File: config.mk
export PLATFORM = sky130hd
export DESIGN_NAME = control_pipe_flat
export DESIGN_NICKNAME = d
export VERILOG_FILES = /design/src/rtl/control_pipe_if.sv /design/src/rtl/control_pipe.sv /design/src/flat_wrapper.sv
export SDC_FILE = /design/constraint.sdc
export NUM_CORES = 1
export LEC_CHECK = 0
export ABC_AREA = 1
export CORE_ASPECT_RATIO = 1.2
export CORE_MARGIN = 2
export CORE_UTILIZATION = 50
export DETAILED_ROUTE_END_ITERATION = 10
export PLACE_DENSITY = 0.79
export SLEW_MARGIN = 15
export SYNTH_ARGS = -nofsm -noshare
export SYNTH_HDL_FRONTEND = slang
export SYNTH_SLANG_ARGS = --single-unit
File: constraint.sdc
create_clock -name i_control_pipe_clk -period 2.1 [get_ports i_control_pipe_clk]
set_input_delay 0.42 -clock i_control_pipe_clk [delete_from_list [all_inputs] [get_ports i_control_pipe_clk]]
set_output_delay 0.42 -clock i_control_pipe_clk [all_outputs]
set_load 0.02 [all_outputs]
File: src/rtl/control_pipe_if.sv
// Handshake/control bundle between the IF/ID register, the control pipe and the datapath.
// The master drives opcode/valid/stall/flush; the slave (control_pipe) returns the staged controls.
interface control_pipe_if #(
  parameter int ALUOP_W = 5,
  parameter int CNT_W   = 16
);
  logic [5:0]         i_control_pipe_opcode;
  logic               i_control_pipe_valid;
  logic               i_control_pipe_stall;
  logic               i_control_pipe_flush;
  logic               o_control_pipe_regdst;
  logic               o_control_pipe_alusrc;
  logic [ALUOP_W-1:0] o_control_pipe_aluop;
  logic               o_control_pipe_jump;
  logic               o_control_pipe_link;
  logic               o_control_pipe_memread;
  logic               o_control_pipe_memwrite;
  logic               o_control_pipe_branch;
  logic               o_control_pipe_branchne;
  logic               o_control_pipe_regwrite;
  logic               o_control_pipe_memtoreg;
  logic               o_control_pipe_illegal;
  logic [CNT_W-1:0]   o_control_pipe_bubbles;

  modport master (
    output i_control_pipe_opcode, i_control_pipe_valid, i_control_pipe_stall, i_control_pipe_flush,
    input  o_control_pipe_regdst, o_control_pipe_alusrc, o_control_pipe_aluop, o_control_pipe_jump,
    input  o_control_pipe_link, o_control_pipe_memread, o_control_pipe_memwrite, o_control_pipe_branch,
    input  o_control_pipe_branchne, o_control_pipe_regwrite, o_control_pipe_memtoreg,
    input  o_control_pipe_illegal, o_control_pipe_bubbles
  );

  modport slave (
    input  i_control_pipe_opcode, i_control_pipe_valid, i_control_pipe_stall, i_control_pipe_flush,
    output o_control_pipe_regdst, o_control_pipe_alusrc, o_control_pipe_aluop, o_control_pipe_jump,
    output o_control_pipe_link, o_control_pipe_memread, o_control_pipe_memwrite, o_control_pipe_branch,
    output o_control_pipe_branchne, o_control_pipe_regwrite, o_control_pipe_memtoreg,
    output o_control_pipe_illegal, o_control_pipe_bubbles
  );
endinterface

File: src/rtl/control_pipe.sv
// Pipelined MIPS main control: decodes the opcode in ID and walks the EX/MEM/WB control
// groups through ID/EX, EX/MEM and MEM/WB, with stall bubbles, flush, illegal flag and bubble count.
module control_pipe #(
  parameter int ALUOP_W = 5,
  parameter int JUMP_EN = 1,
  parameter int CNT_W   = 16
) (
  input  logic          i_control_pipe_clk,
  input  logic          i_control_pipe_rst,
  control_pipe_if.slave bus
);

  typedef struct packed {
    logic               regdst;
    logic               alusrc;
    logic [ALUOP_W-1:0] aluop;
    logic               jump;
    logic               link;
  } ex_t;

  typedef struct packed {
    logic memread;
    logic memwrite;
    logic branch;
    logic branchne;
  } mem_t;

  typedef struct packed {
    logic regwrite;
    logic memtoreg;
  } wb_t;

  localparam logic [ALUOP_W-1:0] ALU_ADD   = ALUOP_W'(0);
  localparam logic [ALUOP_W-1:0] ALU_SUB   = ALUOP_W'(1);
  localparam logic [ALUOP_W-1:0] ALU_AND   = ALUOP_W'(2);
  localparam logic [ALUOP_W-1:0] ALU_OR    = ALUOP_W'(3);
  localparam logic [ALUOP_W-1:0] ALU_SLT   = ALUOP_W'(4);
  localparam logic [ALUOP_W-1:0] ALU_LUI   = ALUOP_W'(5);
  localparam logic [ALUOP_W-1:0] ALU_RTYPE = ALUOP_W'(31);
  localparam logic [CNT_W-1:0]   CNT_MAX   = {CNT_W{1'b1}};

  ex_t  w_dec_ex;
  mem_t w_dec_mem;
  wb_t  w_dec_wb;
  logic w_dec_illegal;
  logic w_advance;

  ex_t              r_idex_ex;
  mem_t             r_idex_mem;
  wb_t              r_idex_wb;
  logic             r_idex_valid;
  mem_t             r_exmem_mem;
  wb_t              r_exmem_wb;
  logic             r_exmem_valid;
  wb_t              r_memwb_wb;
  logic             r_memwb_valid;
  logic             r_illegal;
  logic [CNT_W-1:0] r_bubbles;

  always_comb begin
    w_dec_ex      = '0;
    w_dec_mem     = '0;
    w_dec_wb      = '0;
    w_dec_illegal = 1'b0;
    if (bus.i_control_pipe_valid) begin
      case (bus.i_control_pipe_opcode)
        6'h00: begin w_dec_ex.regdst = 1'b1; w_dec_ex.aluop = ALU_RTYPE; w_dec_wb.regwrite = 1'b1; end
        6'h23: begin
          w_dec_ex.alusrc = 1'b1; w_dec_ex.aluop = ALU_ADD; w_dec_mem.memread = 1'b1;
          w_dec_wb.regwrite = 1'b1; w_dec_wb.memtoreg = 1'b1;
        end
        6'h2B: begin w_dec_ex.alusrc = 1'b1; w_dec_ex.aluop = ALU_ADD; w_dec_mem.memwrite = 1'b1; end
        6'h04: begin w_dec_ex.aluop = ALU_SUB; w_dec_mem.branch = 1'b1; end
        6'h05: begin w_dec_ex.aluop = ALU_SUB; w_dec_mem.branchne = 1'b1; end
        6'h08: begin w_dec_ex.alusrc = 1'b1; w_dec_ex.aluop = ALU_ADD; w_dec_wb.regwrite = 1'b1; end
        6'h0C: begin w_dec_ex.alusrc = 1'b1; w_dec_ex.aluop = ALU_AND; w_dec_wb.regwrite = 1'b1; end
        6'h0D: begin w_dec_ex.alusrc = 1'b1; w_dec_ex.aluop = ALU_OR;  w_dec_wb.regwrite = 1'b1; end
        6'h0A: begin w_dec_ex.alusrc = 1'b1; w_dec_ex.aluop = ALU_SLT; w_dec_wb.regwrite = 1'b1; end
        6'h0F: begin w_dec_ex.alusrc = 1'b1; w_dec_ex.aluop = ALU_LUI; w_dec_wb.regwrite = 1'b1; end
        6'h02: begin
          if (JUMP_EN != 0) w_dec_ex.jump = 1'b1;
          else              w_dec_illegal = 1'b1;
        end
        6'h03: begin
          if (JUMP_EN != 0) begin
            w_dec_ex.jump = 1'b1; w_dec_ex.link = 1'b1; w_dec_wb.regwrite = 1'b1;
          end else begin
            w_dec_illegal = 1'b1;
          end
        end
        default: w_dec_illegal = 1'b1;
      endcase
    end
  end

  // Only an instruction that actually enters ID/EX may count as illegal; flush overrides stall.
  assign w_advance = !bus.i_control_pipe_stall && !bus.i_control_pipe_flush;

  always_ff @(posedge i_control_pipe_clk or posedge i_control_pipe_rst) begin
    if (i_control_pipe_rst) begin
      r_idex_ex     <= '0;
      r_idex_mem    <= '0;
      r_idex_wb     <= '0;
      r_idex_valid  <= 1'b0;
      r_exmem_mem   <= '0;
      r_exmem_wb    <= '0;
      r_exmem_valid <= 1'b0;
      r_memwb_wb    <= '0;
      r_memwb_valid <= 1'b0;
      r_illegal     <= 1'b0;
      r_bubbles     <= '0;
    end else begin
      if (w_advance) begin
        r_idex_ex    <= w_dec_ex;
        r_idex_mem   <= w_dec_mem;
        r_idex_wb    <= w_dec_wb;
        r_idex_valid <= bus.i_control_pipe_valid && !w_dec_illegal;
      end else begin
        r_idex_ex    <= '0;
        r_idex_mem   <= '0;
        r_idex_wb    <= '0;
        r_idex_valid <= 1'b0;
      end

      if (bus.i_control_pipe_flush) begin
        r_exmem_mem   <= '0;
        r_exmem_wb    <= '0;
        r_exmem_valid <= 1'b0;
      end else begin
        r_exmem_mem   <= r_idex_mem;
        r_exmem_wb    <= r_idex_wb;
        r_exmem_valid <= r_idex_valid;
      end

      r_memwb_wb    <= r_exmem_wb;
      r_memwb_valid <= r_exmem_valid;

      if (w_advance && w_dec_illegal)
        r_illegal <= 1'b1;

      if (bus.i_control_pipe_stall && !bus.i_control_pipe_flush && r_bubbles != CNT_MAX)
        r_bubbles <= r_bubbles + CNT_W'(1);
    end
  end

  assign bus.o_control_pipe_regdst   = r_idex_ex.regdst  & r_idex_valid;
  assign bus.o_control_pipe_alusrc   = r_idex_ex.alusrc  & r_idex_valid;
  assign bus.o_control_pipe_aluop    = r_idex_ex.aluop   & {ALUOP_W{r_idex_valid}};
  assign bus.o_control_pipe_jump     = r_idex_ex.jump    & r_idex_valid;
  assign bus.o_control_pipe_link     = r_idex_ex.link    & r_idex_valid;
  assign bus.o_control_pipe_memread  = r_exmem_mem.memread  & r_exmem_valid;
  assign bus.o_control_pipe_memwrite = r_exmem_mem.memwrite & r_exmem_valid;
  assign bus.o_control_pipe_branch   = r_exmem_mem.branch   & r_exmem_valid;
  assign bus.o_control_pipe_branchne = r_exmem_mem.branchne & r_exmem_valid;
  assign bus.o_control_pipe_regwrite = r_memwb_wb.regwrite & r_memwb_valid;
  assign bus.o_control_pipe_memtoreg = r_memwb_wb.memtoreg & r_memwb_valid;
  assign bus.o_control_pipe_illegal  = r_illegal;
  assign bus.o_control_pipe_bubbles  = r_bubbles;

endmodule

File: src/flat_wrapper.sv
// flat-port wrapper written by rule: the top's interface ports become plain ports
module control_pipe_flat 
#(
  parameter int ALUOP_W = 5,
  parameter int JUMP_EN = 1,
  parameter int CNT_W   = 16
)
  (i_control_pipe_clk, i_control_pipe_rst, bus_i_control_pipe_opcode, bus_i_control_pipe_valid, bus_i_control_pipe_stall, bus_i_control_pipe_flush, bus_o_control_pipe_regdst, bus_o_control_pipe_alusrc, bus_o_control_pipe_aluop, bus_o_control_pipe_jump, bus_o_control_pipe_link, bus_o_control_pipe_memread, bus_o_control_pipe_memwrite, bus_o_control_pipe_branch, bus_o_control_pipe_branchne, bus_o_control_pipe_regwrite, bus_o_control_pipe_memtoreg, bus_o_control_pipe_illegal, bus_o_control_pipe_bubbles);
  control_pipe_if #(.ALUOP_W(ALUOP_W), .CNT_W(CNT_W)) bus_i ();
  input  logic i_control_pipe_clk;
  input  logic i_control_pipe_rst;
  input wire logic [$bits(bus_i.i_control_pipe_opcode)-1:0] bus_i_control_pipe_opcode;
  input wire logic [$bits(bus_i.i_control_pipe_valid)-1:0] bus_i_control_pipe_valid;
  input wire logic [$bits(bus_i.i_control_pipe_stall)-1:0] bus_i_control_pipe_stall;
  input wire logic [$bits(bus_i.i_control_pipe_flush)-1:0] bus_i_control_pipe_flush;
  output wire logic [$bits(bus_i.o_control_pipe_regdst)-1:0] bus_o_control_pipe_regdst;
  output wire logic [$bits(bus_i.o_control_pipe_alusrc)-1:0] bus_o_control_pipe_alusrc;
  output wire logic [$bits(bus_i.o_control_pipe_aluop)-1:0] bus_o_control_pipe_aluop;
  output wire logic [$bits(bus_i.o_control_pipe_jump)-1:0] bus_o_control_pipe_jump;
  output wire logic [$bits(bus_i.o_control_pipe_link)-1:0] bus_o_control_pipe_link;
  output wire logic [$bits(bus_i.o_control_pipe_memread)-1:0] bus_o_control_pipe_memread;
  output wire logic [$bits(bus_i.o_control_pipe_memwrite)-1:0] bus_o_control_pipe_memwrite;
  output wire logic [$bits(bus_i.o_control_pipe_branch)-1:0] bus_o_control_pipe_branch;
  output wire logic [$bits(bus_i.o_control_pipe_branchne)-1:0] bus_o_control_pipe_branchne;
  output wire logic [$bits(bus_i.o_control_pipe_regwrite)-1:0] bus_o_control_pipe_regwrite;
  output wire logic [$bits(bus_i.o_control_pipe_memtoreg)-1:0] bus_o_control_pipe_memtoreg;
  output wire logic [$bits(bus_i.o_control_pipe_illegal)-1:0] bus_o_control_pipe_illegal;
  output wire logic [$bits(bus_i.o_control_pipe_bubbles)-1:0] bus_o_control_pipe_bubbles;
  assign bus_i.i_control_pipe_opcode = bus_i_control_pipe_opcode;
  assign bus_i.i_control_pipe_valid = bus_i_control_pipe_valid;
  assign bus_i.i_control_pipe_stall = bus_i_control_pipe_stall;
  assign bus_i.i_control_pipe_flush = bus_i_control_pipe_flush;
  assign bus_o_control_pipe_regdst = bus_i.o_control_pipe_regdst;
  assign bus_o_control_pipe_alusrc = bus_i.o_control_pipe_alusrc;
  assign bus_o_control_pipe_aluop = bus_i.o_control_pipe_aluop;
  assign bus_o_control_pipe_jump = bus_i.o_control_pipe_jump;
  assign bus_o_control_pipe_link = bus_i.o_control_pipe_link;
  assign bus_o_control_pipe_memread = bus_i.o_control_pipe_memread;
  assign bus_o_control_pipe_memwrite = bus_i.o_control_pipe_memwrite;
  assign bus_o_control_pipe_branch = bus_i.o_control_pipe_branch;
  assign bus_o_control_pipe_branchne = bus_i.o_control_pipe_branchne;
  assign bus_o_control_pipe_regwrite = bus_i.o_control_pipe_regwrite;
  assign bus_o_control_pipe_memtoreg = bus_i.o_control_pipe_memtoreg;
  assign bus_o_control_pipe_illegal = bus_i.o_control_pipe_illegal;
  assign bus_o_control_pipe_bubbles = bus_i.o_control_pipe_bubbles;
  control_pipe #(.ALUOP_W(ALUOP_W), .JUMP_EN(JUMP_EN), .CNT_W(CNT_W)) u_core (.i_control_pipe_clk(i_control_pipe_clk), .i_control_pipe_rst(i_control_pipe_rst), .bus(bus_i));
endmodule
* After elaboration in Yosys (flattened, before gate mapping) *
Index checks and enable logic that the tools add are counted.
W data, S select, Z words.

storage, ports and cells
  bits in registers = 43
  input port bits = 11

cells by class
  $add $sub $neg = 1
  equal/unequal tests = 12
  multiplexer cells = 22
  bitwise operators = 11
  reductions and logical operators = 14

operator list
  cell                     count
  $eq A6 B4 Y1 const B     5
  $pmux W5 S6              1
  $mux W9                  2
  $add A16 B1 Y16 const B  1
  $ne A16 B16 Y1 const B   1
  $mux W1                  13
  $eq A6 B2 Y1 const B     2
  $eq A6 B3 Y1 const B     2
  $eq A6 B6 Y1 const B     2
  $mux W4                  3
  $reduce_or A12 Y1        1
  $and A1 B1 Y1            10
  $reduce_or A8 Y1         1
  $reduce_or A7 Y1         1
  $logic_not A6 Y1         1
  $mux W2                  3
  $and A5 B5 Y5            1
  $logic_and A1 B1 Y1      5
  $reduce_or A2 Y1         2
  $logic_not A1 Y1         3

* Logic depth before layout (Yosys ltp) *
  depth in word-level cells = 7
  depth in mapped cells = 10
  mapped depth without buffers = 9

* Least setup slack after synthesis *
Ideal clock, no wire load.

  path type = register -> register
  start = reg u_core.r_bubbles[0], in the netlist u_core.bus.o_control_pipe_bubbles[0]
  end = reg u_core.r_bubbles[4], in the netlist u_core.bus.o_control_pipe_bubbles[4]
  library setup time = 117 ps
  data arrival time = 1510 ps
  path slack = 473 ps
  cell stages (with the launch flop) = 10
  period minus slack after synthesis = 1627 ps
  cell sequence = dfrtp_1 ha_1 inv_1 nor2_4 nand2_2 nor2_4 a21boi_2 buf_4 nand2_1 nand2_1

on the way
  cells in the longest elaborated chain, start to end = 2
  elaborated cells between the ends (all ways) = 3

ends and longest elaborated chain
  what                                                                     line                 text
  from (decl)                                                              control_pipe.sv:58   logic [CNT_W-1:0] r_bubbles;
  from (signal assigned)                                                   control_pipe.sv:142  r_bubbles <= r_bubbles + CNT_W'(1);
  parallel branches: the longest is 2 deep, another holds $add A16 B1 Y16  n/a

Several ways; the timed one is not identified.
A chain may end at the register's enable or synchronous reset.

* Worst setup path in the final report *
  start = reg u_core.r_idex_valid
  end = out bus_o_control_pipe_aluop[2]

on the way
  cells in the longest elaborated chain, start to end = 1

ends and longest elaborated chain
  what                    line                 text
  from (decl)             control_pipe.sv:51   logic r_idex_valid;
  from (signal assigned)  control_pipe.sv:117  r_idex_valid <= bus.i_control_pipe_valid && !w_dec_illegal;
  $and A5 B5 Y5           control_pipe.sv:148  assign bus.o_control_pipe_aluop = r_idex_ex.aluop & {ALUOP_W{r_idex_valid}};
  to (decl)               flat_wrapper.sv:18   output wire logic [$bits(bus_i.o_control_pipe_aluop)-1:0] bus_o_control_pipe_aluop;

No other way between the ends.

==> impl_metrics.py <==
metrics = {
    "sta": {
        "finalSetupViolCount": 0,
        "drv_slew": 0,
        "tightest_slew_ns": 0.4565,
        "setup_ws_ns": 0.1224,
        "hold_ws_ns": 0.3494,
        "relSlewSlack_pct": 69.56,
        "rsz0062_at_grt": "false",
        "finClkSkew_ns": 0.005092,
        "post-route-period-util_pct": 94.17,
        "tns_ns": 0,
        "final_hold_viol_count": 0,
        "finalCriticalPeriod_ns": 1.978,
        "max_freq_mhz": 505.7,
    },
    "finish": {
        "multiInputGateArea_um2": 862.1,
        "final_layout_size_suffix_gt1_share_pct": 6.563,
        "regArea_um2": 975.9,
        "area_delta_synth_final_pct": 26.95,
        "n_antenna_cell": 0,
        "fillers": 366,
        "nets": 331,
        "final_cell_area_um2": 2587,
        "fin_cells": 374,
    },
    "power_and_ir_drop": {
        "clock_power_share_pct": 29.3,
        "powerDensity_nw_per_um2": 618.6,
        "p_seq_share_pct": 53.0,
        "vdd.ir_drop.worst_mv": 0.3958,
        "switching_share_pct": 28.29,
        "combinationalPowerShare_pct": 17.7,
        "p_int_uw": 1148,
        "switching_power_uw": 452.9,
        "p_leak_uw": 0.001318,
    },
    "worst_setup_path": {
        "reg2reg_slack_ns": 0.45,
        "cp.arrival_ns": 1.56,
        "endpoint_kind": "primary output",
        "max_stage_delay_ns": 0.60,
        "crit_required_ns": 1.68,
        "crit_path_max_fanout": 8,
        "path_cells": "nand2_1 > inv_1 > clkdlybuf4s50_1",
        "crit_slowest_cell": "clkdlybuf4s50_1",
        "critPathKind": "flip-flop to primary output",
        "start_kind": "flip-flop",
        "timing.rr.start": "u_core.bus.o_control_pipe_bubbles[0]",
        "crit_path_start": "u_core.r_idex_valid",
    },
    "clock_tree": {
        "clock_latency_ns": 0.29,
        "clock-sinks": 39,
        "cts_hold_buf": 0,
        "cts_tree": "yes",
        "cts_max_path_buffers": 2,
        "clkTransAtPathRegs_ns": 0.07,
        "postCtsSetupBuffers": 0,
        "cts_root_buffer": "clkbuf_8",
        "cts-resized-gates": 0,
        "cts_htree_levels": 2,
        "cts_buffers": 5,
    },
    "synth": {
        "synth_top_area_share_pct": 47.88,
        "ys_top_cells_by_count": "nand2_1 (95), inv_1 (41), dfrtp_1 (39)",
        "ys.flop_type": "dfrtp_1",
        "synth_fp_nets": 285,
        "synth.distinct_cells": 24,
        "ys_seq_elements": 39,
        "synth-seq-area-share_pct": 47.88,
        "synth_edf_count": 0,
        "yosys.area.top_type": "dfrtp_1",
        "synth_most_common_cell": "nand2_1",
        "synth.area.top_cells": "dfrtp_1 (48%), nand2_1 (17%), inv_1 (7.6%)",
        "synthCells": 273,
        "synth_area_um2": 2038,
        "ys_warn_count": 0,
        "synth.avg_cell_area_um2": 7.466,
        "async_flop_share_pct": 100.0,
    },
    "die": {
        "die_h_um": 73.94,
        "fp.dieW_um": 62.29,
        "die_area_um2": 4605,
        "core_um2": 3941,
        "start_util_pct": 51.71,
        "pin_count": 43,
        "rows": 25,
    },
    "global_routing": {
        "grt_use_total_pct": 18.94,
        "grt_pass1_vias": 1684,
        "overflow": 0,
        "grt_max_degree": 40,
        "antenna_found_initial": 0,
        "grt_first_pass_wirelength_um": 6865,
    },
    "placement": {
        "dpl-instance-area_um2": 2506,
        "portBuffers": 42,
        "place_congestion": 0.8609,
        "pre_cts_ws_ns": 0.3063,
        "dpl.hpwl_um": 3149,
        "place_inst": 366,
    },
    "route": {
        "vias": 1783,
        "drtIter0Drc": 61,
        "wl_per_cell_um": 10.83,
        "ant_nets": 0,
        "dr.pass1.iters": 4,
        "routed_wl_um": 4052,
        "drc": 0,
        "vias_per_cell": 4.767,
    },
    "hold_path": {
        "hp-class": "flip-flop to flip-flop",
        "min_from": "u_core.r_exmem_wb[1]",
    },
    "status": {
        "outcome": "finished, final reports clean",
    },
    "flow_run": {
        "drv_cap": 0,
    },
}
## metal layers
| metal | track usage (%) | share of wire [%] | vias up |
|---|---|---|---|
| li1 | - | - | 913 |
| met2 | 37.32 | 54 | 46 |
| met3 | 3.933 | 3.8 | 8 |
| met4 | 10.12 | 2.6 | 0 |
| met1 | 19.03 | 39 | 816 |
| met5 | 0 | 0 | - |
## power by group through the flow
stage	sequential [µW]	combinational (µW)	clock (µW)
floorplan	890	128	0
global placement	863	279	0
detailed placement	863	284	0
CTS	849	285	490
global route	859	312	514
finish	848	283	470
## sequential cells by signal (all words and copies together), names as in the netlist, 2 cells and up
signal and flops:
u_core.r_memwb_wb 2, u_core.r_idex_mem 4, u_core.r_idex_ex 7, u_core.r_exmem_mem 4
u_core.bus.o_control_pipe_bubbles 16
## cell type report
type / count / area share [%]
tap: 54 / 2.611
sequential: 39 / 37.72
timing repair buffer: 45 / 17.12
inverter: 42 / 6.093
clock inverter: 1 / 0.1934
clock buffer: 7 / 2.950
multi-input combinational: 186 / 33.32
## layout by cell type (no fill, tap or decap), drive strengths merged
cell type      instances
nand2                 99
clkdlybuf4s50         42
inv                   42
nor2                  40
dfrtp                 39
nand3                 18
o21ai                  7
clkbuf                 7
xnor2                  6
xor2                   4
nor3                   4
nand4                  3
buf                    3
a21oi                  2
a21boi                 1
a31oi                  1
ha                     1
clkinv                 1
## worst max-delay path, delay by kind of cell (launching register included)
kind	cells	cell delay (ns)
buf+inv	2	0.67
flops	1	0.49
simple gates	1	0.11
## cell families after synthesis
| logic type | after synthesis | synth area share [%] |
|---|---|---|
| AND/OR/NAND/NOR | 164 | 34.32 |
| adder cells (fa/ha/maj) | 1 | 0.6138 |
| flip-flops | 39 | 47.88 |
| buffers and inverters | 48 | 9.821 |
| XOR/XNOR | 10 | 4.297 |
| AO/OA/AOI/OAI | 11 | 3.069 |
## through the flow
step                      utilization (%)  power (µW)
after floorplan                         -        1018
after global placement              63.59        1141
after detailed placement            63.59        1147
after CTS                           65.65        1624
after global routing                65.65        1684
final                               65.65        1601
## worst paths after layout
path	endpoint	cells past startpoint
hold reg to reg	u_core.r_memwb_wb[1]	0
setup / recovery	bus_o_control_pipe_aluop[2]	3
hold / removal	u_core.r_memwb_wb[1]	0
setup reg to reg	u_core.bus.o_control_pipe_bubbles[4]	9
max in group asynchronous	u_core.bus.o_control_pipe_bubbles[11]	3
min in group asynchronous	u_core.bus.o_control_pipe_bubbles[6]	3
(Power assumes the default switching activity.)
